[src/rtl/enoc_pkg.sv]
// ---------------------------------------------------------------------------
// enoc_pkg
// Shared types and constants for the ENoC node interface.
//   DATA_WIDTH / ADDR_WIDTH / TS_WIDTH : link field widths
//   packet_t    : {data, source, dest, timestamp}, data in the MSBs
//   rx_state_e  : RX holding-register state, also exported for debug
//   depth_log2  : pointer width for a power-of-two FIFO depth
// ---------------------------------------------------------------------------
package enoc_pkg;

    localparam int DATA_WIDTH = 32;
    localparam int ADDR_WIDTH = 6;
    localparam int TS_WIDTH   = 16;

    typedef struct packed {
        logic [DATA_WIDTH-1:0] data;
        logic [ADDR_WIDTH-1:0] source;
        logic [ADDR_WIDTH-1:0] dest;
        logic [TS_WIDTH-1:0]   timestamp;
    } packet_t;

    typedef enum logic {
        RX_EMPTY = 1'b0,
        RX_FULL  = 1'b1
    } rx_state_e;

    // Smallest r with 2**r >= depth. Bounded loop so it elaborates as a
    // constant function.
    function automatic int depth_log2(input int depth);
        int r;
        r = 0;
        for (int i = 0; i < 31; i++) begin
            if ((1 << i) < depth) begin
                r = i + 1;
            end
        end
        return r;
    endfunction

endpackage

[src/rtl/enoc_sync_fifo.sv]
// ---------------------------------------------------------------------------
// enoc_sync_fifo
// Single-clock packet_t FIFO, DEPTH a power of two (>= 2).
//   clk, reset   : clock, asynchronous active-high reset (empties the FIFO)
//   push, din    : write request and data; ignored while full
//   pop          : read request; ignored while empty
//   dout         : current head entry (stale data when empty)
//   full, empty  : occupancy flags, pure functions of registered state
// Simultaneous push and pop leaves the occupancy unchanged.
// ---------------------------------------------------------------------------
module enoc_sync_fifo
    import enoc_pkg::*;
#(
    parameter int DEPTH = 4
) (
    input  logic    clk,
    input  logic    reset,
    input  logic    push,
    input  packet_t din,
    input  logic    pop,
    output packet_t dout,
    output logic    full,
    output logic    empty
);

    localparam int AW = depth_log2(DEPTH);

    packet_t       mem_q [DEPTH];
    packet_t       mem_d [DEPTH];
    logic [AW-1:0] wr_ptr_q, wr_ptr_d;
    logic [AW-1:0] rd_ptr_q, rd_ptr_d;
    logic [AW:0]   count_q,  count_d;
    logic          do_push, do_pop;

    assign full  = (count_q == (AW+1)'(DEPTH));
    assign empty = (count_q == '0);
    assign dout  = mem_q[rd_ptr_q];

    always_comb begin
        do_push  = push && !full;
        do_pop   = pop && !empty;
        mem_d    = mem_q;
        wr_ptr_d = wr_ptr_q;
        rd_ptr_d = rd_ptr_q;
        count_d  = count_q;
        if (do_push) begin
            mem_d[wr_ptr_q] = din;
            wr_ptr_d        = wr_ptr_q + 1'b1;   // wraps modulo DEPTH
        end
        if (do_pop) begin
            rd_ptr_d = rd_ptr_q + 1'b1;
        end
        case ({do_push, do_pop})
            2'b10:   count_d = count_q + 1'b1;
            2'b01:   count_d = count_q - 1'b1;
            default: count_d = count_q;
        endcase
    end

    always_ff @(posedge clk or posedge reset) begin
        if (reset) begin
            for (int i = 0; i < DEPTH; i++) begin
                mem_q[i] <= '0;
            end
            wr_ptr_q <= '0;
            rd_ptr_q <= '0;
            count_q  <= '0;
        end else begin
            mem_q    <= mem_d;
            wr_ptr_q <= wr_ptr_d;
            rd_ptr_q <= rd_ptr_d;
            count_q  <= count_d;
        end
    end

endmodule

[src/rtl/enoc_node_interface.sv]
// ---------------------------------------------------------------------------
// enoc_node_interface
// Node-side endpoint of the ENoC valid/enable link.
//   clk, reset                       : clock, async active-high reset
//   src_payload/src_dest/src_val/src_rdy : local traffic source (TX in)
//   net_tx_data/net_tx_val/net_tx_en : to network input port NODE_ID
//   net_rx_data/net_rx_val/net_rx_en : from network output port NODE_ID
//   snk_data/snk_val/snk_rdy         : local sink (RX out)
//   tx_count, rx_count               : saturating transfer counters
//   last_latency                     : arrival time - packet timestamp
//   misroute                         : sticky, packet with dest != NODE_ID
//   dbg_rx_state                     : RX holding-register state
// Link handshake (all three links): a transfer happens on a rising edge
// exactly when the sender's valid and the receiver's ready/enable are both
// high. Valid never depends on ready; the only combinational path through
// this block is snk_rdy -> net_rx_en.
// ---------------------------------------------------------------------------
module enoc_node_interface
    import enoc_pkg::*;
#(
    parameter int NODE_ID    = 0,
    parameter int TX_DEPTH   = 4,
    parameter int DATA_WIDTH = enoc_pkg::DATA_WIDTH,
    parameter int ADDR_WIDTH = enoc_pkg::ADDR_WIDTH,
    parameter int TS_WIDTH   = enoc_pkg::TS_WIDTH
) (
    input  logic                  clk,
    input  logic                  reset,
    input  logic [DATA_WIDTH-1:0] src_payload,
    input  logic [ADDR_WIDTH-1:0] src_dest,
    input  logic                  src_val,
    output logic                  src_rdy,
    output packet_t               net_tx_data,
    output logic                  net_tx_val,
    input  logic                  net_tx_en,
    input  packet_t               net_rx_data,
    input  logic                  net_rx_val,
    output logic                  net_rx_en,
    output packet_t               snk_data,
    output logic                  snk_val,
    input  logic                  snk_rdy,
    output logic [31:0]           tx_count,
    output logic [31:0]           rx_count,
    output logic [TS_WIDTH-1:0]   last_latency,
    output logic                  misroute,
    output rx_state_e             dbg_rx_state
);

    localparam logic [ADDR_WIDTH-1:0] MY_ADDR = ADDR_WIDTH'(NODE_ID);

    // ---------------- timebase ----------------
    logic [TS_WIDTH-1:0] time_q, time_d;

    // ---------------- TX half ----------------
    packet_t tx_entry, tx_head;
    logic    tx_full, tx_empty, tx_push, tx_pop;
    logic [31:0] tx_count_q, tx_count_d;

    assign src_rdy    = !tx_full;
    assign tx_push    = src_val && src_rdy;
    assign net_tx_val = !tx_empty;
    assign tx_pop     = net_tx_val && net_tx_en;
    // Mask the stale head so the link reads zero whenever nothing is offered.
    assign net_tx_data = tx_empty ? '0 : tx_head;

    always_comb begin
        tx_entry           = '0;
        tx_entry.data      = src_payload;
        tx_entry.source    = MY_ADDR;
        tx_entry.dest      = src_dest;
        tx_entry.timestamp = time_q;
    end

    enoc_sync_fifo #(.DEPTH(TX_DEPTH)) u_tx_fifo (
        .clk   (clk),
        .reset (reset),
        .push  (tx_push),
        .din   (tx_entry),
        .pop   (tx_pop),
        .dout  (tx_head),
        .full  (tx_full),
        .empty (tx_empty)
    );

    // ---------------- RX half ----------------
    rx_state_e           rx_state_q, rx_state_d;
    packet_t             rx_data_q, rx_data_d;
    logic                rx_load;
    logic [31:0]         rx_count_q, rx_count_d;
    logic [TS_WIDTH-1:0] last_latency_q, last_latency_d;
    logic                misroute_q, misroute_d;

    // A full register can still accept when the sink drains it this edge.
    assign net_rx_en = (rx_state_q == RX_EMPTY) || snk_rdy;
    assign rx_load   = net_rx_val && net_rx_en;

    always_comb begin
        rx_state_d     = rx_state_q;
        rx_data_d      = rx_data_q;
        rx_count_d     = rx_count_q;
        last_latency_d = last_latency_q;
        misroute_d     = misroute_q;
        case (rx_state_q)
            RX_EMPTY: begin
                if (rx_load) rx_state_d = RX_FULL;
            end
            RX_FULL: begin
                if (snk_rdy && !net_rx_val) rx_state_d = RX_EMPTY;
            end
            default: rx_state_d = RX_EMPTY;
        endcase
        if (rx_load) begin
            rx_data_d      = net_rx_data;
            rx_count_d     = (rx_count_q == 32'hFFFF_FFFF) ? rx_count_q : rx_count_q + 32'd1;
            last_latency_d = time_q - net_rx_data.timestamp;  // modulo 2^TS_WIDTH
            if (net_rx_data.dest != MY_ADDR) misroute_d = 1'b1;
        end
    end

    // ---------------- counters / timebase ----------------
    always_comb begin
        time_d     = time_q + 1'b1;
        tx_count_d = tx_count_q;
        if (tx_pop && (tx_count_q != 32'hFFFF_FFFF)) begin
            tx_count_d = tx_count_q + 32'd1;
        end
    end

    always_ff @(posedge clk or posedge reset) begin
        if (reset) begin
            time_q         <= '0;
            tx_count_q     <= '0;
            rx_state_q     <= RX_EMPTY;
            rx_data_q      <= '0;
            rx_count_q     <= '0;
            last_latency_q <= '0;
            misroute_q     <= 1'b0;
        end else begin
            time_q         <= time_d;
            tx_count_q     <= tx_count_d;
            rx_state_q     <= rx_state_d;
            rx_data_q      <= rx_data_d;
            rx_count_q     <= rx_count_d;
            last_latency_q <= last_latency_d;
            misroute_q     <= misroute_d;
        end
    end

    assign snk_val      = (rx_state_q == RX_FULL);
    assign snk_data     = rx_data_q;
    assign tx_count     = tx_count_q;
    assign rx_count     = rx_count_q;
    assign last_latency = last_latency_q;
    assign misroute     = misroute_q;
    assign dbg_rx_state = rx_state_q;

endmodule

[config.mk]
export PLATFORM = sky130hd
export DESIGN_NAME = enoc_node_interface
export DESIGN_NICKNAME = d
export VERILOG_FILES = /design/src/rtl/enoc_pkg.sv /design/src/rtl/enoc_sync_fifo.sv /design/src/rtl/enoc_node_interface.sv
export SDC_FILE = /design/constraint.sdc
export NUM_CORES = 1
export LEC_CHECK = 0
export ABC_CLOCK_PERIOD_IN_PS = 15350
export BUFFER_PORTS_ARGS = -buffer_cell sky130_fd_sc_hd__buf_2
export CELL_PAD_IN_SITES_DETAIL_PLACEMENT = 1
export CELL_PAD_IN_SITES_GLOBAL_PLACEMENT = 1
export CORE_ASPECT_RATIO = 1.4
export CORE_MARGIN = 1.5
export CORE_UTILIZATION = 47
export CTS_BUF_LIST = sky130_fd_sc_hd__clkbuf_8
export DETAILED_ROUTE_END_ITERATION = 8
export PLACE_DENSITY_LB_ADDON = 0.1
export SYNTH_ARGS = -nofsm -noshare
export SYNTH_HDL_FRONTEND = slang
export SYNTH_SLANG_ARGS = --single-unit
[constraint.sdc]
create_clock -name clk -period 15.35 [get_ports clk]
set_input_delay 3.8375 -clock clk [delete_from_list [all_inputs] [get_ports clk]]
set_output_delay 3.8375 -clock clk [all_outputs]
set_load 0.01 [all_outputs]
* Yosys cells after proc, flatten, opt, wreduce, memory -nomap -nowiden
Index checks and enable logic that the tools add are counted.
Operators by class: $add $sub $neg 8, $lt $le $gt $ge 3, eq/ne operators 5, mux-type cells 11, bitwise logic cells 4, reductions and logical operators 17
Operators with widths (number):
- bitwise mux 240 bit | 1
- two-way mux 60 bit | 4
- binary-select mux 60 bit (select 2 bit) | 1
- demux 60 bit (select 2 bit) | 1
- adder 32 x 1 -> 32 bit (second input constant) | 2
- equality test 32 bit (second input constant) | 1
- != test 32 bit (second input constant) | 1
- adder 16 x 1 -> 16 bit (second input constant) | 1
- subtractor 16 bit | 1
- logical AND 1 bit | 8
- >= comparator 3 bit (second input constant) | 2
- NOT 2 -> 3 bit | 2
- case mux 3 bit (2 select lines) | 1
- nonzero test 6 bit | 1
- adder 2 x 1 -> 2 bit (second input constant) | 2
- AND reduction 2 bit | 2
- adder 3 x 1 -> 3 bit (second input constant) | 1
- equality test 3 bit (second input constant) | 1
- zero test 1 bit | 3
- zero test 3 bit | 1
- < comparator 3 x 1 -> 1 bit (second input constant) | 1
- subtractor 3 x 1 -> 3 bit (second input constant) | 1
- equality test 2 x 1 -> 1 bit (second input constant) | 1
- equality test 2 bit (second input constant) | 1
- other kinds (5) | 7
Storage, ports and cells: bits in registers 405, bits of input ports 104, word-level logic and storage cells 77

* Logic depth before layout (Yosys ltp)
depth after elaboration 6, mapped depth 11

* By module
A second synthesis with hierarchy kept.
Second synthesis, totals: cells, all modules 1436, area total of the unflattened synthesis 18584.1 um^2
By module, submodules not included:
- enoc_sync_fifo | instances 1, cells each 619, area each 10881.7 um^2
- enoc_node_interface | instances 1, cells each 817, area each 7702.4 um^2

* Worst setup path after synthesis
No wires, ideal clock.
path type input to output, start point input snk_rdy, end point output net_rx_en, arrival 4040 ps, required time 11513 ps, setup slack 7472 ps, cell stages on the path 1, cell sequence nand2b_1
On the way: longest elaborated chain between the ends 1
RTL lines:
- start, declared | RTL line enoc_node_interface.sv:41 | input logic snk_rdy,
- logical OR 1 bit | RTL line enoc_node_interface.sv:94 | assign net_rx_en = (rx_state_q == RX_EMPTY) || snk_rdy;
- end, declared | RTL line enoc_node_interface.sv:38 | output logic net_rx_en,
No other way between the ends.

* Worst setup path in the final report
Ends and elaborated chain as after synthesis.

==> results.toml <==
[run_status]
status = "complete, no violations"

[drt]
wl_met3_mm = 2.276
drt_iter0_markers = 524
via_count = 11819
drc_errors = 0
wl_mm = 41.99
top_layer = "met5"
routed_via_density = 5.348
wl_met2_mm = 22.01
dr.pass1.iters = 4
postRouteAntennaNets = 0
wl_met1_mm = 16.69
wire_per_inst_um = 19.00

[final_layout]
nets = 1824
fin_area_um2 = 20500
synthToLayoutAreaGrowth_pct = 18.04
drive_above_1_share_pct = 39.38

[yosys]
synth_edf_count = 0
ys_ff_latch = 381
ys_warn_count = 0
async_flop_share_pct = 100.0
ys.flop_type = "dfrtp_1"
syn_area_um2 = 17360
netlist_instances = 1392
postSynthAreaPerCell_um2 = 12.47
synth_cell_types = 57
seq_area_frac_synth_pct = 54.91

[global_routing]
grt_max_degree = 185
grt_pass1_wl_mm = 67.78
grt-ovfl-total = 0
antenna_found_initial = 3
grt_usage_pct = 22.53
grt_pass1_vias = 12750

[clock_tree]
htreeDepth = 2
clock_latency_ns = 0.62
ctsResizeCount = 0
numCtsBuffers = 60
cts.path.max_buffers = 3
cts.sinks = 381
cts_setup_buffers = 0
hold_buffers = 0
cts_tree = "yes"
path_clk_slew_ns = 0.06
clockRootBuffer = "clkbuf_8"

[power_and_ir_drop]
power_frac_comb_pct = 33.3
switching_share_pct = 31.86
power_switching_mw = 1.143
ir_drop_mv = 0.1161
pwr-share-clk_pct = 24.7
power.density_nw_per_um2 = 175.1
leakage_nw = 10.09
pwr-share-seq_pct = 42.0
power.internal_mw = 2.445
total_power_mw = 3.589

[worst_setup_path]
ff2ff_path_depth = 7
required_ns = 11.51
crit_fanout = 5
cp.arrival_ns = 4.37
cp_cell_sequence = "buf_2 -> nand2b_1 -> buf_2"
crit_slowest_cell = "nand2b_1"
worstReg2RegStart = "u_tx_fifo.count_q[0]"
crit_path_max_incr_delay_ns = 0.23
critPathLaunchType = "primary input"
reg2reg_setup_slack_ns = 12.53
cp-end-kind = "output port"
criticalPathCategory = "primary input to output port"
cp_common_cell = "buf_2"
r2r_end = "u_tx_fifo.count_q[1]"

[placement]
io_buffers = 303
dp_worst_setup_slack_ns = 7.133
routabilityCongestion = 0.7797
dp_hpwl_mm = 27.80
place_area_um2 = 19240

[floorplan]
die_area_um2 = 38120
dieWidth_um = 165.4
core_um2 = 36560
die_y_um = 230.4
pin_count = 310
num_rows = 83
start_util_pct = 47.50

[worst_hold_path]
whs_endpoint = "snk_data[44]"
min_from = "snk_data[44]"
hold_depth = 2
worstHoldPathType = "register to register"

[timing]
period_needed_ns = 8.209
finalSetupTns_ns = 0
hold_viol = 0
slew_violations = 0
relSlewSlack_pct = 26.31
fmax_ghz = 0.1218
setup_ws_ns = 7.141
finClkSkew_ns = 0.01567
finalSetupViolCount = 0
hold_ws_ns = 0.4663
worst_pin_slew_ns = 1.105
post-route-period-util_pct = 53.48
rsz0062_at_grt = "no"

[run]
cap_violations = 0
[power groups by stage]
stage	Sequential, mW	Clock (mW)	Combinational, mW
2_1_floorplan	1.44	0	0.881
3_3_place_gp	1.50	0	1.18
3_5_place_dp	1.53	0	1.22
4_1_cts	1.51	0.920	1.22
5_1_grt	1.55	0.959	1.31
6_report	1.51	0.887	1.20
[worst max-delay path by stage]
stage	from	endpoint	cells past startpoint
6_report	snk_rdy	net_rx_en	3
5_1_grt	snk_rdy	net_rx_en	3
4_1_cts	snk_rdy	net_rx_en	3
3_5_place_dp	snk_rdy	net_rx_en	3
3_3_place_gp	snk_rdy	net_rx_en	3
2_1_floorplan	reset	dbg_rx_state	1
[per-layer routing]
layer  global-route usage, %  vias up
met5                       0        -
met4                   7.227        2
met3                   4.941       71
met2                   39.90      248
met1                   26.91     6064
li1                        -     5434
[registers in the layout (all words and copies together) (netlist names), 3 cells and up]
signal and count:
u_tx_fifo.count_q 3, last_latency 16, rx_count 32, u_tx_fifo.mem_q 216, snk_data 60, tx_count 32
time_q 16
[Yosys cell counts (3+ instances only)]
master / instances / area (um^2)
dfrtp_1: 381 / 9534
nand2_1: 220 / 825.8
mux2_2: 210 / 2365
and2_1: 58 / 362.9
mux4_2: 54 / 1216
xnor2_1: 51 / 446.7
nor2_1: 39 / 146.4
nand3_1: 38 / 190.2
o21ai_0: 38 / 190.2
xor2_1: 38 / 332.8
buf_2: 35 / 175.2
inv_1: 33 / 123.9
clkbuf_1: 32 / 120.1
ha_1: 23 / 287.8
nand4_1: 18 / 112.6
nor3_1: 13 / 65.06
and3_1: 11 / 68.82
a21oi_1: 9 / 45.04
and4_1: 9 / 78.83
buf_4: 8 / 60.06
a21o_1: 6 / 45.04
nor4_1: 5 / 31.28
a31oi_1: 4 / 25.02
nand2b_1: 4 / 25.02
o211ai_1: 4 / 30.03
o21a_1: 4 / 30.03
o31a_1: 3 / 26.28
or2_2: 3 / 18.77
or3_1: 3 / 18.77
[layout make-up]
cell class,count,area (um^2)
Fill cell,3878,16060
Inverter,33,131.4
Clock inverter,34,224.0
Multi-Input combinational cell,907,7385
Timing Repair Buffer,312,1597
Antenna cell,1,2.502
Tap cell,467,584.3
Clock buffer,75,1032
Sequential cell,381,9542
[cells by family (layout without fill, tap and decap cells)]
group | Yosys count | count (layout) | share of synthesized area [%]
AND/OR/NAND/NOR | 439 | 439 | 12.29
flip-flops | 381 | 381 | 54.91
multiplexers | 266 | 266 | 20.77
buffers and inverters | 109 | 454 | 2.789
XOR/XNOR | 89 | 89 | 4.489
AO/OA/AOI/OAI | 82 | 82 | 2.853
adder cells (fa/ha/maj) | 25 | 25 | 1.888
other | 1 | 7 | 0.02160
[worst max-delay path: cells and delay by family]
family,cells,cell delay (ns)
and+or+nand+nor,1,0.23
buffers and inverters,2,0.30
[stage by stage]
stage,util (%),instances
after detailed placement,52.63,2100
final,56.07,2210
after floorplan,-,1397
after global placement,52.63,2100
after CTS,56.07,2209
after global routing,56.07,2210
[placed cells by master, fill, tap and decap left out, types with 3 or more instances in the layout]
cell type  count
conb_1         6
o21ai_0       38
a31oi_1        4
nor2_1        39
a21oi_1        9
nand2_1      215
clkbuf_8      75
nand2_2        4
nand2b_1       4
ha_1          23
nand3_1       38
nor4_1         5
and2_1        57
nor3_1        13
a21o_1         6
mux2_2       210
buf_4          8
bufinv_16      3
xnor2_1       51
xor2_1        38
and3_1        11
clkinv_2       7
or2_2          3
o211ai_1       4
inv_1         54
o21a_1         4
o31a_1         3
mux4_2        54
dfrtp_1      379
nand4_1       18
buf_2        303
and4_1         9
Note: power is estimated with default switching activity, not from simulation.
